[config.mk]
export PLATFORM = sky130hd
export DESIGN_NAME = sync_fifo_wr_arb
export DESIGN_NICKNAME = d
export VERILOG_FILES = /design/src/rtl/sync_fifo_wr_arb.sv
export SDC_FILE = /design/constraint.sdc
export NUM_CORES = 1
export LEC_CHECK = 0
export ABC_AREA = 1
export CAP_MARGIN = 20
export CORE_AREA = 2 2 132 134
export CTS_CLUSTER_DIAMETER = 200
export CTS_CLUSTER_SIZE = 25
export DETAILED_ROUTE_END_ITERATION = 10
export DIE_AREA = 0 0 134 136
export PLACE_DENSITY = 0.77
export SETUP_SLACK_MARGIN = 0.02
export SYNTH_ARGS = -nofsm -noshare
export SYNTH_HDL_FRONTEND = slang
export SYNTH_SLANG_ARGS = --single-unit
[constraint.sdc]
create_clock -name clk -period 2.3 [get_ports clk]
set_clock_uncertainty 0.1 [all_clocks]
set_input_delay 0.23 -clock clk [delete_from_list [all_inputs] [get_ports clk]]
set_output_delay 0.23 -clock clk [all_outputs]
set_load 0.02 [all_outputs]
[src/rtl/sync_fifo_wr_arb.sv]
// Round-robin write arbiter sharing one sync_fifo write port among NUM_REQ producers.
// Define SYNC_FIFO_WR_ARB_STATS_EN to add the saturating stall_cnt output.
module sync_fifo_wr_arb #(
  parameter int NUM_REQ     = 4,
  parameter int FIFO_DWIDTH = 64,
  parameter int FIFO_DEPTH  = 16
) (
  input  logic                           clk,
  input  logic                           rst,
  input  logic [NUM_REQ-1:0]             req,
  input  logic [NUM_REQ*FIFO_DWIDTH-1:0] req_data,
  output logic [NUM_REQ-1:0]             gnt,
  output logic                           fifo_wr_en,
  output logic [FIFO_DWIDTH-1:0]         fifo_wdata,
  input  logic [$clog2(FIFO_DEPTH):0]    fifo_numel,
  input  logic                           fifo_full
`ifdef SYNC_FIFO_WR_ARB_STATS_EN
  ,
  output logic [15:0]                    stall_cnt
`endif
);

  localparam int PW = $clog2(NUM_REQ);
  localparam int NW = $clog2(FIFO_DEPTH) + 1;

  logic [PW-1:0]          ptr;
  logic [PW-1:0]          sel;
  logic                   hit;
  logic                   room;
  logic [NUM_REQ-1:0]     elig;
  logic [NW:0]            occ;
  logic [FIFO_DWIDTH-1:0] data_arr [NUM_REQ];

  for (genvar g = 0; g < NUM_REQ; g++) begin : g_slice
    assign data_arr[g] =
      req_data[g*FIFO_DWIDTH +: FIFO_DWIDTH];
  end

  // A word granted this cycle is still on req; mask it to avoid a double write.
  assign elig = req & ~gnt;

  // Counts the write committing now; concurrent reads are ignored.
  assign occ  = {1'b0, fifo_numel} +
                {{NW{1'b0}}, fifo_wr_en};
  assign room = occ < (NW+1)'(FIFO_DEPTH);

  always_comb begin
    int            idx;
    logic [PW-1:0] sidx;
    hit  = 1'b0;
    sel  = '0;
    idx  = 0;
    sidx = '0;
    // Descending scan: the smallest offset from ptr wins.
    for (int o = NUM_REQ - 1; o >= 0; o--) begin
      idx = int'(ptr) + o;
      if (idx >= NUM_REQ) begin
        idx = idx - NUM_REQ;
      end
      sidx = PW'(idx);
      if (elig[sidx]) begin
        hit = 1'b1;
        sel = sidx;
      end
    end
  end

  always_ff @(posedge clk or posedge rst) begin
    if (rst) begin
      gnt        <= '0;
      fifo_wr_en <= 1'b0;
      fifo_wdata <= '0;
      ptr        <= '0;
    end else if (hit && room) begin
      gnt        <= '0;
      gnt[sel]   <= 1'b1;
      fifo_wr_en <= 1'b1;
      fifo_wdata <= data_arr[sel];
      ptr        <= (sel == PW'(NUM_REQ - 1)) ?
                    '0 : sel + 1'b1;
    end else begin
      gnt        <= '0;
      fifo_wr_en <= 1'b0;
    end
  end

`ifdef SYNC_FIFO_WR_ARB_STATS_EN
  always_ff @(posedge clk or posedge rst) begin
    if (rst) begin
      stall_cnt <= '0;
    end else if (|elig && !room &&
                 stall_cnt != 16'hFFFF) begin
      stall_cnt <= stall_cnt + 16'd1;
    end
  end
`endif

  a_no_wr_full: assert property (
    @(posedge clk) disable iff (rst)
    !(fifo_wr_en && fifo_full));

endmodule

# Word level (Yosys, flattened, before mapping)
# Cells that the tools add are included.
dict set report op_classes {
  add_sub_neg 9
  order_cmp 12
  eq_ne 1
  mux 28
  n_bitwise 3
  n_reduce_logical 2
}
# operator n
set op_table {}
lappend op_table {{$bmux 64 s2} 1}
lappend op_table {{$mux 64} 2}
lappend op_table {{$mux 2} 9}
lappend op_table {{$lt 2x3->1 const B} 5}
lappend op_table {{$ge 3x3->1 const B} 4}
lappend op_table {{$mux 1} 10}
lappend op_table {{$bmux 1 s2} 4}
lappend op_table {{$sub 2x1->2 const B} 4}
lappend op_table {{$add 2x2->3 const B} 2}
lappend op_table {{$add 5x1->6} 1}
lappend op_table {{$lt 6x5->1 const B} 1}
lappend op_table {{$and 4x4->4} 1}
lappend op_table {{$mux 4} 1}
lappend op_table {{$not 4->4} 1}
lappend op_table {{$add 2x1->3 const B} 1}
lappend op_table {{$ge 2x3->1 const B} 1}
lappend op_table {{$not 2->3} 1}
lappend op_table {{$add 2x1->2 const B} 1}
lappend op_table {{$demux 1 s2} 1}
lappend op_table {{$eq 2x2->1 const B} 1}
lappend op_table {{$ge 2x1->1 const B} 1}
lappend op_table {{$logic_and 1x1->1} 2}
dict set report totals {
  register_bits 71
  in_bits 268
  out_inout_bits 69
  word_cells 59
}

# Longest topological paths before layout
dict set report logic_depth {
  ltp_word 14
  mapped_depth 18
  mapped_depth_nobuf 15
}

# Worst setup path after synthesis
# Ideal clock, no wire load.
dict set report synth_path {
  path_type {reg2reg}
  from {register gnt[3]}
  to {register ptr[1]}
  setup_ps 127
  t_arrival_ps 1904
  t_required_ps 2073
  path_slack_ps 169
  stages_incl_launch_ff 16
  path_buffers 2
  period_less_slack_ps 2131
  path_cell_list {dfrtp_1 -> inv_1 -> nand2_1 -> o21ai_2 -> nand2_2 -> nand2_1 -> nand2_2 -> nand2_2 -> nand2_4 -> nand2_4 -> buf_6 -> buf_2 -> inv_1 -> ha_1 -> nand2_1 -> o21ai_0}
}
dict set report synth_via {
  elab_chain_len 10
  elab_cells_between_ends 22
  cone_classes {add/sub (1); eq/ne (1); mux (17); bitwise (2); reduce/logical (1)}
}
# item line
set synth_rtl {}
lappend synth_rtl {{start: declaration} 12} ;# output logic [NUM_REQ-1:0] gnt,
lappend synth_rtl {{start signal: assignment} 70} ;# gnt <= '0;
lappend synth_rtl {{start signal: assignment} 75} ;# gnt <= '0;
lappend synth_rtl {{start signal: indexed assignment} 76} ;# gnt[sel] <= 1'b1;
lappend synth_rtl {{$not 4->4 *} 40} ;# assign elig = req & ~gnt;
lappend synth_rtl {{$and 4x4->4 *} 40}
lappend synth_rtl {{$bmux 1 s2} 61} ;# if (elig[sidx]) begin
lappend synth_rtl {{$mux 1 (implied by the code)} 61}
lappend synth_rtl {{$mux 2 (4 in a row)} 61}
lappend synth_rtl {{$add 2x1->2 / $eq 2x2->1 (equally long branches)} {80, 79}}
lappend synth_rtl {{$mux 2} 79} ;# ptr <= (sel == PW'(NUM_REQ - 1)) ?
lappend synth_rtl {{end signal: assignment} 79}
lappend synth_rtl {{end: declaration} 26} ;# logic [PW-1:0] ptr;
# Every way passes the cells marked *; elsewhere a longest branch is shown, timed or not. The select of a mux whose other input is x is not followed.
# A chain may end at the register's enable or synchronous reset.

# Final worst setup path
dict set report layout_path {
  from {register ptr[0]}
  to {register fifo_wdata[47]}
}
dict set report layout_via {
  elab_chain_len 13
  elab_cells_between_ends 36
  cone_classes {add/sub (7); order compare (4); mux (23); bitwise (1); reduce/logical (1)}
}
# item line
set layout_rtl {}
lappend layout_rtl {{$add 2x2->3} 56} ;# idx = int'(ptr) + o;
lappend layout_rtl {{$ge 3x3->1 / $sub 2x1->2 (equally long branches)} {57, 58}}
lappend layout_rtl {{$mux 2} 57} ;# if (idx >= NUM_REQ) begin
lappend layout_rtl {{$bmux 1 s2} 61}
lappend layout_rtl {{$mux 1 (implied by the code)} 61}
lappend layout_rtl {{$mux 2 (4 in a row)} 61}
lappend layout_rtl {{$not 2->3 (implied by the code)} 78} ;# fifo_wdata <= data_arr[sel];
lappend layout_rtl {{$bmux 64 s2} 78}
lappend layout_rtl {{$mux 64 (implied by the code) (2 in a row)} 78}
lappend layout_rtl {{end signal: assignment} 78}
lappend layout_rtl {{end: declaration} 14} ;# output logic [FIFO_DWIDTH-1:0] fifo_wdata,
# Several ways; a longest one is shown, not always the timed one. The select of a mux whose other input is x is not followed.

==> run summary <==
• **max frequency** 468 MHz
• **R2R setup slack** 0.16 ns
• **number of DRC markers in iteration 0** 336
• **depth of the worst register-to-register path** 15
• **cell taking the most area after synthesis** sky130_fd_sc_hd__dfrtp_1
• **first drt pass iteration count** 5
• **Netlist cell types** 28
• **number of nets with antenna violations after routing** 0
• **nets** 1697
• **synthesized instance count** 1106
• **length of routed wiring on met1** 9440 um
• **combined global-route utilization of all metal layers** 0.248
• **power density over cell area** 1660 nW/um2
• **HPWL after DPL** 16500 um
• **total count of hold-check failures in the final report** 0
• **number of maximum-capacitance constraint violations** 0
• **CTS Buffer Depth** 2
• **cell family contributing the most delay on the critical path** simple AND/OR/NAND/NOR gates
• **antenna violations before repair** 0
• **sequential area share after synthesis** 0.280
• **CTS tree** done
• **proportion of layout cells with a drive suffix above 1** 0.0649
• **clock latency on the worst-skew pair** 0.33 ns
• **sum of routed wire length over all layers** 23600 um
• **via count of the first global-routing pass** 7325
• **Die Wd** 134 um
• **Die Height** 136 um
• **DP Area** 9990 um2
• **final period utilization** 0.929
• **remaining global-route overflow** 0
• **critical path, cell by cell** inv_8, nand3_1, o21ai_2, nand2_2, buf_4, nand2_1, nand3_1, nand2_1, nand2_2, nand2_4, clkbuf_16, nand3_1, nand2_1, nand2_1, nand2_1
• **crit end category** register
• **leading post-synthesis cells by cell area** sky130_fd_sc_hd__dfrtp_1 28%, sky130_fd_sc_hd__nand2_1 24%, sky130_fd_sc_hd__nand3_1 21%, sky130_fd_sc_hd__inv_1 16%, sky130_fd_sc_hd__buf_2 2.9%
• **Peak VDD IR** 1120 uV
• **Final WS setup** 0.164 ns
• **clock-pin slew reported for the worst setup and hold paths after clock tree synthesis** 0.06 ns
• **commonest non-fill, non-tap cells in the layout** 399 x sky130_fd_sc_hd__nand2_1, 335 x sky130_fd_sc_hd__clkdlybuf4s50_1, 265 x sky130_fd_sc_hd__inv_1, 261 x sky130_fd_sc_hd__nand3_1, 70 x sky130_fd_sc_hd__dfrtp_1
• **capture point of the worst reg-to-reg path** fifo_wdata[47]$_DFFE_PP0P_
• **minimum period implied by the final worst setup slack** 2.14 ns
• **crit-path most repeated cell** sky130_fd_sc_hd__nand2_1
• **residual DRC count** 0
• **via/cell ratio** 4.68
• **most common library cell in the layout ignoring fill and taps** sky130_fd_sc_hd__nand2_1
• **number of clock sinks** 71
• **RSZ-0062 raised after global routing** yes
• **CP bufs+invs** 3
• **routed via count** 7764
• **count of warnings emitted by yosys** 0
• **met2 wire len** 11700 um
• **average wire per standard cell** 14.2 um
• **area overhead of the layout relative to synthesis** 65.0%
• **final weighted congestion in routability-driven placement** 0.847
• **first-pass GRT wire length** 36300 um
• **hold buffers post-CTS** 0
• **total of flip-flops plus latches after synthesis** 71
• **highest metal layer with signal wires** met4
• **Leakage** 5.85 nW
• **total number of placement rows** 48
• **buffers added on ports** 335
• **mean post-synth cell area** 5.73 um2
• **nature of the critical path startpoint** register
• **final instance area** 10500 um2
• **crit-path max FO** 15
• **top-area cell type share of the netlist area** 0.280
• **number of max-slew violations in the final report** 0
• **Core Area** 16900 um2
• **reg-to-reg critical path startpoint** ptr[0]$_DFFE_PP0P_
• **max-slew headroom at the worst pin** 0.519
• **HP Class** primary input to async pin
• **Synth Cell Area** 6340 um2
• **data required time of the worst path** 2.47 ns
• **setup violation total in the final timing report** 0
• **dpl ws** -0.0815 ns
• **Root Driver** sky130_fd_sc_hd__clkbuf_16
• **depth of the CTS H-tree** 3
• **syn nets** 1375
• **slew at the pin with the worst max-slew slack** 0.721 ns
• **type of the worst setup path** register to register
• **CP peak stage delay** 0.50 ns
• **pin count of the biggest net entering global routing** 54
• **status** finished, final reports clean
• **Starting Density** 0.376
• **cell with the largest stage delay on the worst path** sky130_fd_sc_hd__dfrtp_2
• **Detail Route met3 WL** 1990 um
• **Top-Level Pins** 337
• **number of buffers created by CTS** 9
• **area of the die** 18200 um2
• **signal arrival time at the worst endpoint** 2.31 ns
• **antenna cell count** 0
-- cells in the mapped netlist --
| library cell | instances |
|---|---|
| sky130_fd_sc_hd__buf_2 | 37 |
| sky130_fd_sc_hd__buf_4 | 14 |
| sky130_fd_sc_hd__buf_6 | 7 |
| sky130_fd_sc_hd__clkbuf_1 | 8 |
| sky130_fd_sc_hd__clkbuf_4 | 1 |
| sky130_fd_sc_hd__clkbuf_8 | 4 |
| sky130_fd_sc_hd__dfrtp_1 | 71 |
| sky130_fd_sc_hd__ha_1 | 1 |
| sky130_fd_sc_hd__inv_1 | 266 |
| sky130_fd_sc_hd__inv_2 | 1 |
| sky130_fd_sc_hd__inv_4 | 1 |
| sky130_fd_sc_hd__inv_8 | 1 |
| sky130_fd_sc_hd__nand2_1 | 401 |
| sky130_fd_sc_hd__nand2_2 | 9 |
| sky130_fd_sc_hd__nand2_4 | 3 |
| sky130_fd_sc_hd__nand3_1 | 261 |
| sky130_fd_sc_hd__nand3_2 | 5 |
| sky130_fd_sc_hd__nand3_4 | 1 |
| sky130_fd_sc_hd__nor2_1 | 3 |
| sky130_fd_sc_hd__nor2_2 | 1 |
| sky130_fd_sc_hd__nor3_1 | 1 |
| sky130_fd_sc_hd__nor3_2 | 1 |
| sky130_fd_sc_hd__nor3_4 | 1 |
| sky130_fd_sc_hd__nor3b_1 | 1 |
| sky130_fd_sc_hd__o21ai_0 | 3 |
| sky130_fd_sc_hd__o21ai_2 | 1 |
| sky130_fd_sc_hd__xnor2_1 | 1 |
| sky130_fd_sc_hd__xor2_1 | 1 |
-- metrics by stage --
stage                     hold slack, ns  cells   util  setup TNS [ns]  total power (W)
after CTS                          0.225   1649  0.611               0           0.0166
after global routing               0.257   1658  0.620       -0.000344           0.0191
after global placement             0.361   1633  0.592          -0.434           0.0149
final                              0.214   1658  0.620               0           0.0174
after floorplan                    0.382   1106      -               0           0.0108
after detailed placement           0.365   1633  0.592           -2.23           0.0151
-- final cells by class --
| cell class | count | area, um2 |
|---|---|---|
| inverters | 269 | 1020 |
| clock buffers | 9 | 225 |
| well taps | 225 | 282 |
| clock inverters | 7 | 96.3 |
| fillers | 1572 | 6420 |
| multi-input cells | 696 | 3100 |
| repair buffers | 381 | 3950 |
| flip-flops and latches | 71 | 1780 |
-- how the worst max path moves through the flow --
stage / startpoint / to / slack, ns / cells past startpoint
finish: ptr[0]$_DFFE_PP0P_ / fifo_wdata[47]$_DFFE_PP0P_ / 0.16 / 15
global route: ptr[0]$_DFFE_PP0P_ / fifo_wdata[11]$_DFFE_PP0P_ / -0.0003 / 15
floorplan: rst / fifo_wdata[0]$_DFFE_PP0P_ / 0.17 / 1
global placement: req[3] / fifo_wdata[19]$_DFFE_PP0P_ / -0.03 / 15
detailed placement: req[3] / fifo_wdata[11]$_DFFE_PP0P_ / -0.08 / 15
CTS: ptr[0]$_DFFE_PP0P_ / fifo_wdata[11]$_DFFE_PP0P_ / 0.08 / 14
-- kinds of logic (layout without fill, tap and decap cells) --
logic type / after synthesis / count (layout) / share of synthesized area
AO/OA/AOI/OAI: 4 / 4 / 0.00375
XOR/XNOR: 2 / 2 / 0.00276
adder cells (fa/ha/maj): 1 / 1 / 0.00197
buffers and inverters: 340 / 666 / 0.234
flip-flops: 71 / 71 / 0.280
AND/OR/NAND/NOR: 688 / 689 / 0.477
-- power breakdown --
group	internal, W	switching [W]	total, W
clock	0.000951	0.000563	0.00151
sequential	0.00190	0.000381	0.00228
combinational	0.00556	0.00805	0.0136
-- timing repair --
item / 4_1_cts / 5_1_grt
resized for setup: 0 / 5
endpoints found under the setup margin: 0 / 65
setup buffers: 0 / 2
-- flip-flops by register name, summed over array words and instances, names as in the netlist --
name        count
fifo_wr_en      1
gnt             4
ptr             2
fifo_wdata     64
-- metal layers --
metal  up-vias  track usage
met5         -            0
met4         0       0.0798
met3        32       0.0675
met2       307        0.439
met1      3497        0.292
li1       3928            -
Power figures use the tool's default switching activity.
